## src/rtl/cpu_pkg.sv

```systemverilog
// Shared definitions for the 5-stage MIPS pipeline: load-kind encoding used by EX, MEM and WB.
package cpu_pkg;

    typedef enum logic [2:0] {
        LD_NONE = 3'd0,
        LD_LB   = 3'd1,
        LD_LBU  = 3'd2,
        LD_LH   = 3'd3,
        LD_LHU  = 3'd4,
        LD_LW   = 3'd5,
        LD_LWL  = 3'd6,
        LD_LWR  = 3'd7
    } ld_op_t;

endpackage

```

## src/rtl/load_align.sv

```systemverilog
// Load data alignment: byte/halfword select with extension, LWL/LWR merge with old rt.
module load_align
    import cpu_pkg::*;
(
    input  ld_op_t      ld_op,
    input  logic [1:0]  off,
    input  logic [31:0] m,
    input  logic [31:0] rt,
    input  logic [31:0] alu_result,
    output logic [31:0] result
);

    logic [7:0]  byte_sel;
    logic [15:0] half_sel;

    always_comb begin
        byte_sel = m[7:0];
        unique case (off)
            2'd0: byte_sel = m[7:0];
            2'd1: byte_sel = m[15:8];
            2'd2: byte_sel = m[23:16];
            2'd3: byte_sel = m[31:24];
            default: byte_sel = m[7:0];
        endcase
        // off[0] ignored: misaligned halfwords are trapped upstream
        half_sel = off[1] ? m[31:16] : m[15:0];
    end

    always_comb begin
        result = alu_result;
        unique case (ld_op)
            LD_NONE: result = alu_result;
            LD_LB:   result = {{24{byte_sel[7]}}, byte_sel};
            LD_LBU:  result = {24'd0, byte_sel};
            LD_LH:   result = {{16{half_sel[15]}}, half_sel};
            LD_LHU:  result = {16'd0, half_sel};
            LD_LW:   result = m;
            LD_LWL: begin
                unique case (off)
                    2'd0: result = {m[7:0], rt[23:0]};
                    2'd1: result = {m[15:0], rt[15:0]};
                    2'd2: result = {m[23:0], rt[7:0]};
                    default: result = m;
                endcase
            end
            LD_LWR: begin
                unique case (off)
                    2'd0: result = m;
                    2'd1: result = {rt[31:24], m[31:8]};
                    2'd2: result = {rt[31:16], m[31:16]};
                    default: result = {rt[31:8], m[31:24]};
                endcase
            end
            default: result = alu_result;
        endcase
    end

endmodule

```

## src/rtl/writeback_stage.sv

```systemverilog
// WB stage of the 5-stage MIPS pipeline: stage register, load alignment, RF write, forwarding.
// Define WB_DEBUG_EN to add the debug trace ports and the retired-instruction counter.
module writeback_stage
    import cpu_pkg::*;
(
    input  logic        clk,
    input  logic        resetn,
    input  logic        ms_to_ws_valid,
    output logic        ws_allowin,
    input  logic [31:0] ms_pc,
    input  logic [31:0] ms_alu_result,
    input  logic [31:0] ms_rt_value,
    input  logic [4:0]  ms_dest,
    input  logic        ms_rf_we,
    input  logic [2:0]  ms_load_op,
    input  logic [31:0] data_sram_rdata,
    output logic        rf_we,
    output logic [4:0]  rf_waddr,
    output logic [31:0] rf_wdata,
    output logic [4:0]  ws_fwd_dest,
    output logic [31:0] ws_fwd_data
`ifdef WB_DEBUG_EN
    ,
    output logic [31:0] debug_wb_pc,
    output logic [3:0]  debug_wb_rf_wen,
    output logic [4:0]  debug_wb_rf_wnum,
    output logic [31:0] debug_wb_rf_wdata,
    output logic [31:0] ws_retired_cnt
`endif
);

    logic        ws_valid;
    logic        ws_ready_go;
    logic [31:0] ws_pc;
    logic [31:0] ws_alu_result;
    logic [31:0] ws_rt_value;
    logic [4:0]  ws_dest;
    logic        ws_rf_we;
    ld_op_t      ws_load_op;
    logic [31:0] ws_result;

    assign ws_ready_go = 1'b1;
    assign ws_allowin  = !ws_valid || ws_ready_go;

    always_ff @(posedge clk or negedge resetn) begin
        if (!resetn) begin
            ws_valid <= 1'b0;
        end else if (ws_allowin) begin
            ws_valid <= ms_to_ws_valid;
        end
    end

    always_ff @(posedge clk or negedge resetn) begin
        if (!resetn) begin
            ws_pc         <= '0;
            ws_alu_result <= '0;
            ws_rt_value   <= '0;
            ws_dest       <= '0;
            ws_rf_we      <= 1'b0;
            ws_load_op    <= LD_NONE;
        end else if (ms_to_ws_valid && ws_allowin) begin
            ws_pc         <= ms_pc;
            ws_alu_result <= ms_alu_result;
            ws_rt_value   <= ms_rt_value;
            ws_dest       <= ms_dest;
            ws_rf_we      <= ms_rf_we;
            ws_load_op    <= ld_op_t'(ms_load_op);
        end
    end

    // SRAM read data arrives in this cycle and is consumed combinationally
    load_align u_load_align (
        .ld_op      (ws_load_op),
        .off        (ws_alu_result[1:0]),
        .m          (data_sram_rdata),
        .rt         (ws_rt_value),
        .alu_result (ws_alu_result),
        .result     (ws_result)
    );

    assign rf_we       = ws_valid && ws_rf_we && (ws_dest != 5'd0);
    assign rf_waddr    = ws_dest;
    assign rf_wdata    = ws_result;
    assign ws_fwd_dest = rf_we ? ws_dest : 5'd0;
    assign ws_fwd_data = rf_wdata;

`ifdef WB_DEBUG_EN
    assign debug_wb_pc       = ws_pc;
    assign debug_wb_rf_wen   = {4{rf_we}};
    assign debug_wb_rf_wnum  = ws_dest;
    assign debug_wb_rf_wdata = rf_wdata;

    always_ff @(posedge clk or negedge resetn) begin
        if (!resetn) begin
            ws_retired_cnt <= '0;
        end else if (ws_valid) begin
            ws_retired_cnt <= ws_retired_cnt + 32'd1;
        end
    end
`endif

endmodule

```

## config.mk

```make
export PLATFORM = sky130hd
export DESIGN_NAME = writeback_stage
export DESIGN_NICKNAME = d
export VERILOG_FILES = /design/src/rtl/cpu_pkg.sv /design/src/rtl/load_align.sv /design/src/rtl/writeback_stage.sv
export SDC_FILE = /design/constraint.sdc
export NUM_CORES = 1
export LEC_CHECK = 0
export ABC_AREA = 1
export CORE_UTILIZATION = 46
export DETAILED_ROUTE_END_ITERATION = 8
export GPL_TIMING_DRIVEN = 0
export PLACE_DENSITY = 0.81
export SLEW_MARGIN = 15
export SYNTH_ARGS = -nofsm -noshare
export SYNTH_HDL_FRONTEND = slang
export SYNTH_SLANG_ARGS = --single-unit
```

## constraint.sdc

```tcl
create_clock -name clk -period 2 [get_ports clk]
set_clock_uncertainty 0.05 [all_clocks]
set_input_delay 0.3 -clock clk [delete_from_list [all_inputs] [get_ports clk]]
set_output_delay 0.3 -clock clk [all_outputs]
set_load 0.01 [all_outputs]
```

# [Word level (Yosys, flattened, before mapping)]
# Index checks and enable logic that the tools add are counted.
# W data, S select, Z words.
[op_classes] n_eq_ne=10 order_cmp=0 shifts=0 n_reduce_logical=5 n_div=0 mul=0 n_mux=6 add_sub_neg=0 n_bitwise=0
[op_table] operator="$pmux W32 S8" n=1
[op_table] operator="$pmux W32 S3" n=2
[op_table] operator="$pmux W8 S4" n=1
[op_table] operator="$mux W16" n=1
[op_table] operator="$eq A3 B3 Y1 const B" n=4
[op_table] operator="$eq A3 B2 Y1 const B" n=2
[op_table] operator="$mux W5" n=1
[op_table] operator="$reduce_bool A5 Y1" n=1
[op_table] operator="$eq A2 B2 Y1 const B" n=2
[op_table] operator="$eq A3 B1 Y1 const B" n=1
[op_table] operator="$logic_not A3 Y1" n=1
[op_table] operator="$eq A2 B1 Y1 const B" n=1
[op_table] operator="$logic_and A1 B1 Y1" n=2
[op_table] operator="$logic_not A2 Y1" n=1
[totals] mem_bits_rw=0 elab_cells=27 regBits=74 latchBits=0 in_bits=140 mem_count=0 output_inout_bits=76 romBits=0

# [Longest topological paths before layout]
# Gate-level depths: netlist of the first run.
[logic_depth] depth_word=3 mapped_depth=12 ltp_nobuf=9

# [Hierarchy]
# A second synthesis of the first run with hierarchy kept.
[unflattened] hier_cells=838 area_unflattened_um2=5856.9
[modules_own_cells] module="writeback_stage" cells_per_inst=211 instances=1 seq_area_each_um2=1851.8 area_per_inst_um2=3140.5
[modules_own_cells] module="load_align" cells_per_inst=627 instances=1 seq_area_each_um2=0.0 area_per_inst_um2=2716.4

# [Least setup slack after synthesis of the first run]
# Ideal clock, no wire load.
[synth_path] path_kind="reg-to-output" start="register ws_alu_result[0]" end="output ws_fwd_data[17]" slack_ns=0.155 stages_incl_launch_ff=10 required_ns=1.650 n_path_buf=3 arrival_time_ns=1.495 cell_sequence="dfrtp_1 > buf_2 > inv_2 > nand3_2 > nand3_2 > nand2_2 > inv_2 > buf_6 > nand4_1 > buf_4"
[synth_between] elab_chain_cells=3 word_cells_on_any_way=8 classes_between="eq/ne (3); mux (4); reduce/logical (1)"
[synth_lines] item="start, declared" line="writeback_stage.sv:35" text="logic [31:0] ws_alu_result;"
[synth_lines] item="start signal, assigned" line="writeback_stage.sv:63" text="ws_alu_result <= ms_alu_result;"
[synth_lines] item="$eq A2 B2 Y1, or another cell as far along" line="load_align.sv:18" text="unique case (off)"
[synth_lines] item="$pmux W8 S4, or another cell as far along" line="load_align.sv:18"
[synth_lines] item="$pmux W32 S8 (*)" line="load_align.sv:31" text="unique case (ld_op)"
[synth_lines] item="end, declared" line="writeback_stage.sv:21" text="output logic [31:0] ws_fwd_data"
# Every way passes the cells marked *; elsewhere a longest branch is shown, timed or not.

# [Worst setup path after layout of the first run]
[layout_path] start="register ws_alu_result[1]" end="output ws_fwd_data[20]"
# Same word-level chain as after synthesis.

==> impl_results.md, run 1 <==
* CTS H-tree lvls at 3
* Crit-path max FO at 10
* Cells after synthesis at 880
* Number of fillers in the final layout at 751
* Vias at 7504
* Final GP Congestion at 0.9900
* Worst skew pair latency at 0.35 ns
* Drt via density at 5.698
* Max Transition Viols Final at 0
* Core Rows at 40
* Internal power at 4.391 mW
* Top delay family on crit path: buffers and inverters
* DRT antenna net count at 0
* Crit path kind: reg -> out
* CTS tree: yes
* Core area at 0.01216 mm2
* Maximum VDD drop at 0.4764 mV
* Dominant cell type by area after synthesis: dfrtp_1
* Final hold viol count at 0
* Count of buffer and inverter cells on the critical path at 5
* CP Launch Type: flip-flop
* Final min period at 2.568 ns
* Clock Power Share at 26.0%
* Synthesized net count at 1020
* Slowest-stage cell, CP: dfrtp_2
* Fraction of registers with async set or reset after synthesis at 100.0%
* Total track usage at 36.58%
* Number of flops mapped to enable cells by yosys at 0
* Crit-path cells: buf_8 > buf_8 > buf_6 > o21ai_0 > nand3_2 > nand2_1 > nand4_1 > buf_4 > buf_6
* WL final at 26.03 mm
* Post-DR wirelength/cell at 19.77 um
* Worst-Margin Slew at 0.5423 ns
* CTS Buffer Depth at 2
* Share of cells above drive strength 1 at 39.86%
* Largest net degree at the start of global routing at 50
* Worst EP arrival at 2.22 ns
* GRT overflow at 0
* Horiz. Die Dim at 114.5 um
* Status: complete, but fails checks
* Root buf cell: clkbuf_16
* Crit-path max cell delay at 0.46 ns
* Fin worst setup slack at -0.5676 ns
* Final hold slack at 0.3557 ns
* Part of the power in combinational logic at 48.2%
* Total CTS buffers at 9
* Worst Hold Class: in -> async
* Pwr/cell area at 679.6 mW/mm2
* Power Total at 6.805 mW
* R2r setup slk at 0.87 ns
* DR DRC count at 0
* Total iterations of the first detailed-routing run at 6
* Pre-CTS WS at -0.8397 ns
* Required time worst endpoint at 1.65 ns
* Port Buffers at 182
* Number of synthesized register bits at 74
* Post-synth cell types at 28
* Initial antenna violation count at 0
* Yosys top cell area share at 31.78%
* Sequential power share at 25.8%
* Synthesized area at 0.005827 mm2
* Ports at 216
* Sum of negative setup slack at -22.95 ns
* Unrepaired setup endpoints after global routing: true
* DRT iter0 DRCs at 862
* Max Clk Rate at 389.5 MHz
* P_leak at 4.962 nW
* DPL Wire Length at 16.63 mm
* Ys flop type: dfrtp_1
* Diodes inserted at 0
* Max_slew headroom at 63.85%
* Die area at 0.01312 mm2
* Clock transition at path regs at 0.06 ns
* Clk sinks at 74
* Yosys warnings at 0
* Synth top cells by count: 291 x nand2_1, 100 x nor2_1, 89 x nand3_1
* Endpoints failing setup at 64
* Initial Utilization at 47.91%
* Switching share of power at 35.47%
* Final #Nets at 1285
* First-pass GRT wire length at 35.91 mm
* Vias in the first global route at 6767
* Max-cap violations at 0
* CP endpoint kind: primary output
* Ranking of synthesized cells by area: dfrtp_1 32%, nand2_1 19%, mux2_2 9.1%, nand3_1 7.6%, nor2_1 6.4%
* Final period util at 128.4%
* Die height at 114.5 um
* P_sw at 2.413 mW
* Seq/Total Area, Yosys at 31.78%
* P&R area growth vs syn at 71.85%
* Most frequent cell after synthesis: nand2_1
* Failing checks: negative setup slack
* Synth Area per Inst at 6.621 um2
==> cell type report <==
cell class / instances / area, um2 / share of cell area, %
clock inverters: 5 / 78.83 / 0.7872
multi-input cells: 638 / 3884 / 38.79
flip-flops and latches: 74 / 1856 / 18.53
clock buffers: 10 / 239.0 / 2.387
inverters: 86 / 367.9 / 3.674
well taps: 168 / 210.2 / 2.099
plain buffers: 82 / 840.8 / 8.397
repair buffers: 254 / 2537 / 25.34
==> worst register-to-register path, stage by stage (launching register included) <==
cell,delay (ns)
dfrtp_2,0.46
inv_4,0.10
buf_12,0.14
buf_2,0.16
o21ai_0,0.08
==> layer usage <==
layer | GRT usage, % | vias to the layer above | wire length, um
met4 | 22.34 | 0 | 1918
met5 | 0 | - | 0
met1 | 46.27 | 3432 | 9430
li1 | - | 3312 | -
met3 | 5.876 | 172 | 2777
met2 | 58.71 | 588 | 11910
==> per-stage QoR <==
stage / std cells / cell area (um2) / util, %
5_1_grt: 1317 / 10010 / 82.34
3_5_place_dp: 1231 / 7884 / 64.83
6_report: 1317 / 10010 / 82.34
4_1_cts: 1295 / 9268 / 76.20
3_3_place_gp: 1230 / 7859 / 64.62
2_1_floorplan: 880 / 5827 / -
==> power by group through the flow <==
stage | Sequential [mW] | Clock [mW] | Combinational (mW)
4_1_cts | 1.74 | 1.77 | 2.85
3_3_place_gp | 1.75 | 0 | 2.47
6_report | 1.75 | 1.77 | 3.28
3_5_place_dp | 1.76 | 0 | 2.49
5_1_grt | 1.77 | 1.84 | 3.45
2_1_floorplan | 1.73 | 0 | 1.30
==> sequential cells by signal (all words and copies together) (netlist names) <==
| name | cells |
|---|---|
| rf_waddr | 5 |
| ws_rf_we | 1 |
| ws_load_op | 3 |
| ws_valid | 1 |
| ws_alu_result | 32 |
| ws_rt_value | 32 |
==> final timing paths <==
check,depth (start not counted),end,start
setup reg to reg,4,ws_alu_result[1],ws_alu_result[1]
min in group clk,1,ws_valid,ms_to_ws_valid
hold reg to reg,1,ws_alu_result[13],ws_alu_result[13]
setup / recovery,9,ws_fwd_data[20],ws_alu_result[1]
max in group asynchronous,3,ws_rt_value[25],resetn
hold / removal,2,ws_alu_result[7],resetn
==> cell usage in the layout, fill, tap and decap left out, types with 19 or more instances in the layout <==
| master | netlist | layout |
|---|---|---|
| buf_4 | 41 | 66 |
| nand2_2 | 5 | 47 |
| nand2_1 | 291 | 229 |
| clkdlybuf4s50_1 | 0 | 110 |
| nand3_1 | 89 | 49 |
| nand3_2 | 4 | 39 |
| o21ai_0 | 48 | 32 |
| buf_6 | 7 | 74 |
| mux2_2 | 47 | 47 |
| buf_2 | 28 | 34 |
| inv_1 | 78 | 74 |
| nand4_1 | 19 | 19 |
| nand2_4 | 0 | 19 |
| nor2_2 | 1 | 23 |
| nor2_1 | 100 | 69 |
| dfrtp_1 | 74 | 71 |
==> what timing repair did <==
item / 4_1_cts / 5_1_grt
cloned: 7 / 3
pin swaps: 70 / 94
hold buffers: 1 / 0
gates resized for setup: 437 / 211
setup endpoints to repair: 68 / 64
endpoints found under the hold margin: 25 / 0
buffers inserted: 41 / 24
==> cell families (layout without fill, tap and decap cells) <==
| logic type | Yosys count | count (layout) | share of synthesized area (%) |
|---|---|---|---|
| flip-flops | 74 | 74 | 31.78 |
| AO/OA/AOI/OAI | 74 | 74 | 7.022 |
| other | 1 | 1 | 0.06436 |
| multiplexers | 47 | 47 | 9.083 |
| AND/OR/NAND/NOR | 515 | 516 | 36.98 |
| buffers and inverters | 169 | 437 | 15.07 |
No activity file was read; power rests on OpenSTA's default activity.
==> run 2: changes to the inputs <==
--- a/config.mk
+++ b/config.mk
@@ -7,6 +7,7 @@
 export LEC_CHECK = 0
 export ABC_AREA = 1
 export CORE_UTILIZATION = 46
+export CTS_CLUSTER_DIAMETER = 30
 export DETAILED_ROUTE_END_ITERATION = 8
 export GPL_TIMING_DRIVEN = 0
 export PLACE_DENSITY = 0.81
==> results of run 2 <==
Final layout, timing and power as in run 1 (identical DEF).
==> run 3: changes to the inputs <==
--- a/config.mk
+++ b/config.mk
@@ -11,7 +11,9 @@
 export DETAILED_ROUTE_END_ITERATION = 8
 export GPL_TIMING_DRIVEN = 0
 export PLACE_DENSITY = 0.81
+export REMOVE_ABC_BUFFERS = 1
 export SLEW_MARGIN = 15
 export SYNTH_ARGS = -nofsm -noshare
 export SYNTH_HDL_FRONTEND = slang
 export SYNTH_SLANG_ARGS = --single-unit
+export TNS_END_PERCENT = 1
==> impl_results.md, run 3 (same netlist as run 1, synthesis figures left out) <==
* CP Launch Type: flip-flop
* Final instance area at 0.008603 mm2 (-14%)
* Largest net degree at the start of global routing at 65 (+30%)
* Final #Nets at 1214 (-5.5%)
* Failing checks: negative setup slack
* Drt via density at 5.691 (-0.11%)
* Count of buffer and inverter cells on the critical path at 4 (-1)
* Die height at 114.5 um (unchanged)
* Final hold viol count at 0 (unchanged)
* Crit-path cells: buf_4 > buf_4 > nand2_2 > nand2_4 > buf_4 > nand2_1 > nand3_1 > nor2_1 > nor2_2 > buf_2
* Share of cells above drive strength 1 at 27.51% (-12 points)
* Worst skew pair latency at 0.33 ns (-0.02 ns)
* Most used cell, CP: buf_4
* Core area at 0.01216 mm2 (unchanged)
* DRT iter0 DRCs at 1095 (+27%)
* Total track usage at 33.74% (-2.8 points)
* Maximum VDD drop at 0.4576 mV (-3.9%)
* Die area at 0.01312 mm2 (unchanged)
* Post-placement cell count at 1150 (-6.6%)
* P&R area growth vs syn at 47.65%
* CTS H-tree lvls at 3 (unchanged)
* Most frequent cells in the layout: 269 x nand2_1, 112 x clkdlybuf4s50_1, 83 x nor2_1, 78 x nand3_1, 75 x inv_1
* Vias in the first global route at 6622 (-2.1%)
* Max_slew headroom at 63.99% (+0.14 points)
* Endpoints failing setup at 64 (unchanged)
* Final hold slack at 0.3779 ns (+0.02212 ns)
* Max Transition Viols Final at 0 (unchanged)
* CTS tree: yes
* Fin worst setup slack at -0.5089 ns (+0.05867 ns)
* Unrepaired setup endpoints after global routing: true
* Port Buffers at 182 (unchanged)
* Initial Utilization at 47.91% (unchanged)
* Ports at 216 (unchanged)
* Post-DR wirelength/cell at 18.20 um (-7.9%)
* CP endpoint kind: primary output
* Crit path kind: reg -> out
* DRT antenna net count at 0 (unchanged)
* Max Clk Rate at 398.6 MHz (+2.3%)
* Placement Cell Area at 0.007378 mm2 (-6.4%)
* Max-cap violations at 0 (unchanged)
* Clk sinks at 74 (unchanged)
* Core Rows at 40 (unchanged)
* Worst R2R End: ws_alu_result[1]
* Crit-path max FO at 7 (-3)
* R2r setup slk at 0.77 ns (-0.10 ns)
* DR DRC count at 0 (unchanged)
* DPL Wire Length at 11.78 mm (-29%)
* Diodes inserted at 0 (unchanged)
* Total CTS buffers at 9 (unchanged)
* Clock transition at path regs at 0.06 ns (about the same)
* Vias at 7080 (-5.7%)
* Top delay family on crit path: simple AND/OR/NAND/NOR gates
* GRT overflow at 0 (unchanged)
* Post-Layout Cell Count at 1244 (-5.5%)
* Horiz. Die Dim at 114.5 um (unchanged)
* Worst-Margin Slew at 0.5389 ns (-0.003417 ns)
* Commonest non-fill, non-tap cell in the layout: nand2_1
* Pwr/cell area at 660.5 mW/mm2 (-2.8%)
* Required time worst endpoint at 1.65 ns (about the same)
* Crit-path max cell delay at 0.55 ns (+0.09 ns)
* First-pass GRT wire length at 33.71 mm (-6.1%)
* RR Startpoint: ws_alu_result[1]
* CTS Buffer Depth at 2 (unchanged)
* Status: complete, but fails checks
* Reg2Reg Depth at 4 (unchanged)
* Total iterations of the first detailed-routing run at 8 (+2)
* WL final at 22.64 mm (-13%)
* Root buf cell: clkbuf_16
* Final GP Congestion at 0.8656 (-13%)
* Slowest-stage cell, CP: dfrtp_4
* P_leak at 4.307 nW (-13%)
* Initial antenna violation count at 0 (unchanged)
* Final period util at 125.4% (-2.9 points)
* Final min period at 2.509 ns (-0.05867 ns)
* Worst EP arrival at 2.16 ns (-0.06 ns)
* Worst Hold Class: in -> async
==> run 3: changes by cell type in the layout (fill, tap and decap cells not counted), moves of 13 or more <==
| cell | delta |
|---|---|
| buf_6 | -64 |
| nand2_4 | -13 |
| buf_2 | +26 |
| nand2_1 | +40 |
| nand2_2 | -29 |
| nand3_2 | -29 |
| nor2_1 | +14 |
| nand3_1 | +29 |
| buf_4 | -16 |
==> run 3: repair_timing <==
item | CTS | global route
hold buffers | 1 | 0
pin swaps | 49 | 41
resized for setup | 359 | 58
buffers inserted | 54 | 17
cloned | 10 | 0
hold endpoints to repair | 26 | 0
endpoints found under the setup margin | 66 | 67
==> run 3: report_power, final <==
group          leakage, nW  internal [mW]  total, mW  switching (mW)
logic                 3.31           1.07       2.46            1.39
registers            0.871           1.65       1.75           0.103
clock network        0.124          0.852       1.47           0.618
==> run 3: routing by layer <==
metal | GRT usage [%] | vias to the layer above | wire, um
li1 | - | 3162 | -
met1 | 42.82 | 3229 | 8313
met2 | 52.81 | 553 | 10190
met3 | 7.517 | 136 | 2902
met4 | 19.74 | 0 | 1237
met5 | 0 | - | 0
==> run 3: cell type report <==
class	count	area (um2)
clock inverter	1	5.005
sequential	74	1866
tap	168	210.2
multi-input combinational	640	3465
inverter	86	404.1
fill	976	3558
clock buffer	12	246.5
timing repair inverter	4	47.55
timing repair buffer	259	2360
==> run 3: worst max path at each step <==
stage	from	to	slack, ns	depth (start not counted)
floorplan	ws_alu_result[1]	rf_wdata[15]	-1.40	7
global placement	ws_alu_result[1]	ws_fwd_data[28]	-3.42	8
detailed placement	ws_alu_result[1]	rf_wdata[28]	-1.51	9
CTS	ws_alu_result[1]	ws_fwd_data[27]	-0.38	12
global route	ws_load_op[2]	rf_wdata[7]	-0.53	10
finish	ws_load_op[2]	rf_wdata[7]	-0.51	10
==> run 3: worst register-to-register path, cell delays in order (launching register included) <==
cell,delay (ns)
dfrtp_4,0.51
buf_16,0.19
buf_12,0.17
inv_8,0.11
o21ai_0,0.08
==> run 3: per-stage QoR <==
stage	setup TNS, ns	setup WS [ns]	power, mW	utilization, %
floorplan	-80.29	-1.398	2.728	-
global placement	-509.77	-3.425	3.866	60.07
detailed placement	-85.79	-1.510	3.894	60.67
CTS	-19.64	-0.3817	5.529	69.00
global route	-25.73	-0.5307	5.934	70.74
finish	-22.88	-0.5089	5.682	70.74
==> RTL change 1, RTL diff (config.mk and constraints of run 2) <==
Put a register stage on the output `ws_fwd_dest`, with the module's reset. The value now appears one clock later. The other outputs are not delayed to match.
--- a/src/rtl/writeback_stage.sv
+++ b/src/rtl/writeback_stage.sv
@@ -83,3 +83,9 @@
     assign rf_wdata    = ws_result;
-    assign ws_fwd_dest = rf_we ? ws_dest : 5'd0;
+    always_ff @(posedge clk or negedge resetn) begin
+        if (!resetn) begin
+            ws_fwd_dest <= '0;
+        end else begin
+            ws_fwd_dest <= rf_we ? ws_dest : 5'd0;
+        end
+    end
     assign ws_fwd_data = rf_wdata;
Behaviour: not the same (Yosys sat finds a counterexample within 4 cycles, from zero or initial values and one cycle with resetn low).
==> RTL change 1 against run 2 <==
- the flow still finishes with violations (setup timing)
- first-iteration DRC count fell by 1.6%
- hold slack improved by 0.019 ns
- non-clock buffer count increased by 12
- setup slack improved by 0.011 ns
- sequential share of layout area grew 0.97 points
- sequential cell count up 5
- design area increased by 1.4%
- power up 0.82%
- routed wire length down 1.1%
- area after synthesis increased by 2.1%
==> RTL change 1: results (changes against run 2) <==
| Metric | Value |
|---|---|
| Status | finished, violations left |
| Failing checks | setup timing |
| Syn nets | 1025 (+0.49%) |
| 1st-iter DRT viols | 848 (-1.6%) |
| Inverters | 87 (+1.2%) |
| Top post-synthesis cells by count | 291 x nand2_1, 100 x nor2_1, 89 x nand3_1 |
| Clock share of power | 24.4% (-1.6 points) |
| Vias | 7639 (+1.8%) |
| Non-clock buffer share | 33.4% (-0.35 points) |
| Synth Warn # | 0 (unchanged) |
| Slew headroom | 63.4% (-0.40 points) |
| Multi-input logic area | 3900 sq um (+0.45%) |
| Crit path to | ws_fwd_data[31] |
| Register share of total power | 27.0% (+1.2 points) |
| DRT met1 WL | 9450 microns (+0.21%) |
| Multi-input combinational cell count | 637 (-0.16%) |
| Reg area | 1980 sq um (+6.7%) |
| Peak supply drop | 0.914 mV (+92%) |
| Crit Reg-Reg Endpoint | ws_alu_result[0] |
| Synth area leaders | dfrtp_1 33%, nand2_1 18%, mux2_2 8.9% |
| Gr usage total | 36.5% (-0.11 points) |
| Setup-failing EPs final | 64 (unchanged) |
| Final worst slack | -0.556 ns (+0.0112 ns) |
| CP max FO | 7 (-3) |
| Sw frac | 36.1% (+0.67 points) |
| Pleak | 5.02 nW (+1.2%) |
| DP HPWL | 16300 microns (-1.8%) |
| Layout net count | 1302 (+1.3%) |
| Initial DRT Pass Iterations | 7 (+1) |
| Grt met3 use | 9.62% (+3.7 points) |
| Clk sinks | 79 (+6.8%) |
| Register area share after synthesis | 33.2% (+1.4 points) |
| Filler Cell Count | 822 (+9.5%) |
| Routed WL per cell | 19.2 microns (-2.7%) |
| First-pass GRT wire length | 36100 microns (+0.62%) |
| Total Power | 6.86 mW (+0.82%) |
| Met1 usage | 44.6% (-1.7 points) |
| Vias in the first global route | 7147 (+5.6%) |
| Clock buf/inv share | 2.90% (-0.28 points) |
| Setup TNS Final | -24.69 ns (-1.74 ns) |
| Hold_ws | 0.375 ns (+0.0194 ns) |
| Met2 global-route usage | 57.8% (-0.90 points) |
| RR Startpoint | ws_alu_result[0] |
| Met3 Routed Length | 2890 microns (+3.9%) |
| Signal buffers | 348 (+3.6%) |
| Metal2 WL | 11700 microns (-1.8%) |
## RTL change 1: cell types whose count changed after synthesis, sizes merged
cell   before  now
dfrtp      74   79
## RTL change 1: cell families after synthesis
logic type | count (synthesis) | share of synthesized area [%]
AO/OA/AOI/OAI | 74 | 6.87
AND/OR/NAND/NOR | 515 | 36.2
multiplexers | 47 | 8.89
flip-flops | 79 | 33.2
buffers and inverters | 169 | 14.8
other | 1 | 0.0630
## RTL change 1: metrics by stage
stage / worst slack (ns) / cell area [sq um] / cells
floorplan: 0.155 / 5950 / 885
global placement: -2.19 / 7990 / 1239
global route: -0.630 / 10200 / 1338
detailed placement: -0.881 / 8010 / 1240
finish: -0.556 / 10200 / 1338
CTS: -0.532 / 9430 / 1307
## RTL change 1: timing repair
item | 4_1_cts | 5_1_grt
cloned | 5 | 1
resized for setup | 456 | 176
setup buffers | 46 | 34
endpoints found under the hold margin | 30 | 0
endpoints found under the setup margin | 65 | 64
hold buffers | 1 | 0
pin swaps | 77 | 81
==> RTL change 2, RTL diff (settings of run 2) <==
Without the edit above. Build with the macro `WB_DEBUG_EN` defined.
--- a/src/rtl/writeback_stage.sv
+++ b/src/rtl/writeback_stage.sv
@@ -2,2 +2,4 @@
 // Define WB_DEBUG_EN to add the debug trace ports and the retired-instruction counter.
+`define WB_DEBUG_EN
+
 module writeback_stage
Check against the original RTL (old outputs only; new: debug_wb_pc, debug_wb_rf_wdata, debug_wb_rf_wen, debug_wb_rf_wnum and ws_retired_cnt): equivalent (equiv_simple and equiv_induct, registers matched by name and starting in step).
==> RTL change 2 against run 2 <==
- the flow still finishes with violations (setup timing)
- sequential cell count grew 64
- final cell count is 43% higher
- global-route usage down 0.87 points
- utilization down 1.3 points
- power is 67% higher
- design area up 53%
- area after synthesis grew 54%
- setup slack worse by 0.23 ns
- combinational power grew 47%
- fmax is 8.3% lower
- sequential share of layout area grew 4.0 points
- routed wire length up 47%
==> RTL change 2: results (changes against run 2) <==
| Metric | Value |
|---|---|
| Port bufs | 319 (+75%) |
| Gr usage total | 35.7% (-0.87 points) |
| Clock buffer count from CTS | 17 (+8) |
| Initial DRT Pass Iterations | 9 (+3) |
| Worst-Skew Late Latency | 0.44 ns (+0.09 ns) |
| Synth area leaders | dfrtp_1 39%, nand2_1 15%, mux2_2 11% |
| Top post-synthesis cells by count | 356 x nand2_1, 138 x dfrtp_1, 110 x nor2_1 |
| Register area share after synthesis | 38.6% (+6.8 points) |
| Syn nets | 1328 (+30%) |
| Mux share of post-synthesis cell area | 10.7% (+1.6 points) |
| Layout net count | 1745 (+36%) |
| Worst-Margin Slew | 0.535 ns (-0.00704 ns) |
| Vias | 10500 (+40%) |
| Flop-to-flop setup slack | 0.14 ns (-0.73 ns) |
| Arrival @ worst endpoint | 2.45 ns (+0.23 ns) |
| Share of layout cells above drive strength 1 | 37.2% (-2.6 points) |
| Drt total wl | 38300 microns (+47%) |
| Final worst slack | -0.800 ns (-0.232 ns) |
| Xor and xnor area share after synthesis | 1.76% (+1.8 points) |
| First-pass GRT wire length | 54500 microns (+52%) |
| Failing checks | setup timing |
| H-Tree Level Count | 4 (+1) |
| Status | finished, violations left |
| Synth Area in Compound Gates | 6.50% (-0.52 points) |
| Routability cong. | 0.982 (-0.78%) |
| Worst slack at placement | -0.940 ns (-0.101 ns) |
| DP HPWL | 24700 microns (+48%) |
| Largest net degree at the start of global routing | 105 (+110%) |
| Hold_ws | 0.271 ns (-0.0850 ns) |
| CP max FO | 5 (-5) |
| 1st-iter DRT viols | 918 (+6.5%) |
| Pleak | 7.09 nW (+43%) |
| Setup-failing EPs final | 96 (+50%) |
| Post-synthesis cell type count | 38 (+36%) |
| Synth Area in Adders | 0.140% (+0.14 points) |
| Crit-path max cell delay | 0.48 ns (+0.02 ns) |
| Peak supply drop | 0.666 mV (+40%) |
==> RTL change 2: repair_timing <==
action	4_1_cts	5_1_grt
hold buffers	1	0
pin swaps	87	74
endpoints found under the setup margin	118	107
cloned	7	3
setup buffers	54	20
resized for setup	695	184
hold endpoints to repair	34	0
==> RTL change 2: per-layer routing <==
metal / track usage (%) / part of all wire [%]
met1: 43.6 / 36
met3: 7.86 / 11
met4: 18.6 / 5.6
met5: 0 / 0
met2: 59.4 / 47
==> RTL change 2: path summary, 6_finish.rpt <==
path	from	to	cells past startpoint
max	ws_alu_result[1]	rf_wdata[0]	11
min reg2reg	ws_alu_result[16]	ws_alu_result[16]	1
min in group clk	ms_to_ws_valid	ws_valid	1
min	resetn	ws_rt_value[4]	2
max reg2reg	ws_retired_cnt[1]	ws_retired_cnt[18]	7
max in group asynchronous	resetn	ws_retired_cnt[7]	3
==> RTL change 2: report_power, final <==
group	switching (mW)	leakage, nW	internal, mW
clock	1.55	0.283	1.68
sequential	0.263	1.68	3.07
combinational	2.24	5.12	2.58
total	4.05	7.09	7.33
==> RTL change 2: cell type report <==
cell class / count / area [sq um]
diodes: 1 / 2.50
plain buffers: 115 / 1140
clock buffers: 17 / 425
clock inverters: 15 / 173
fillers: 1166 / 3580
inverters: 99 / 438
multi-input cells: 830 / 5240
flip-flops and latches: 138 / 3460
well taps: 260 / 325
repair buffers: 403 / 4110
==> RTL change 2: metrics by stage <==
stage | instances | area [sq um]
after floorplan | 1187 | 8950
after CTS | 1857 | 14500
after detailed placement | 1767 | 12500
after global routing | 1877 | 15300
after global placement | 1766 | 12500
final | 1878 | 15300
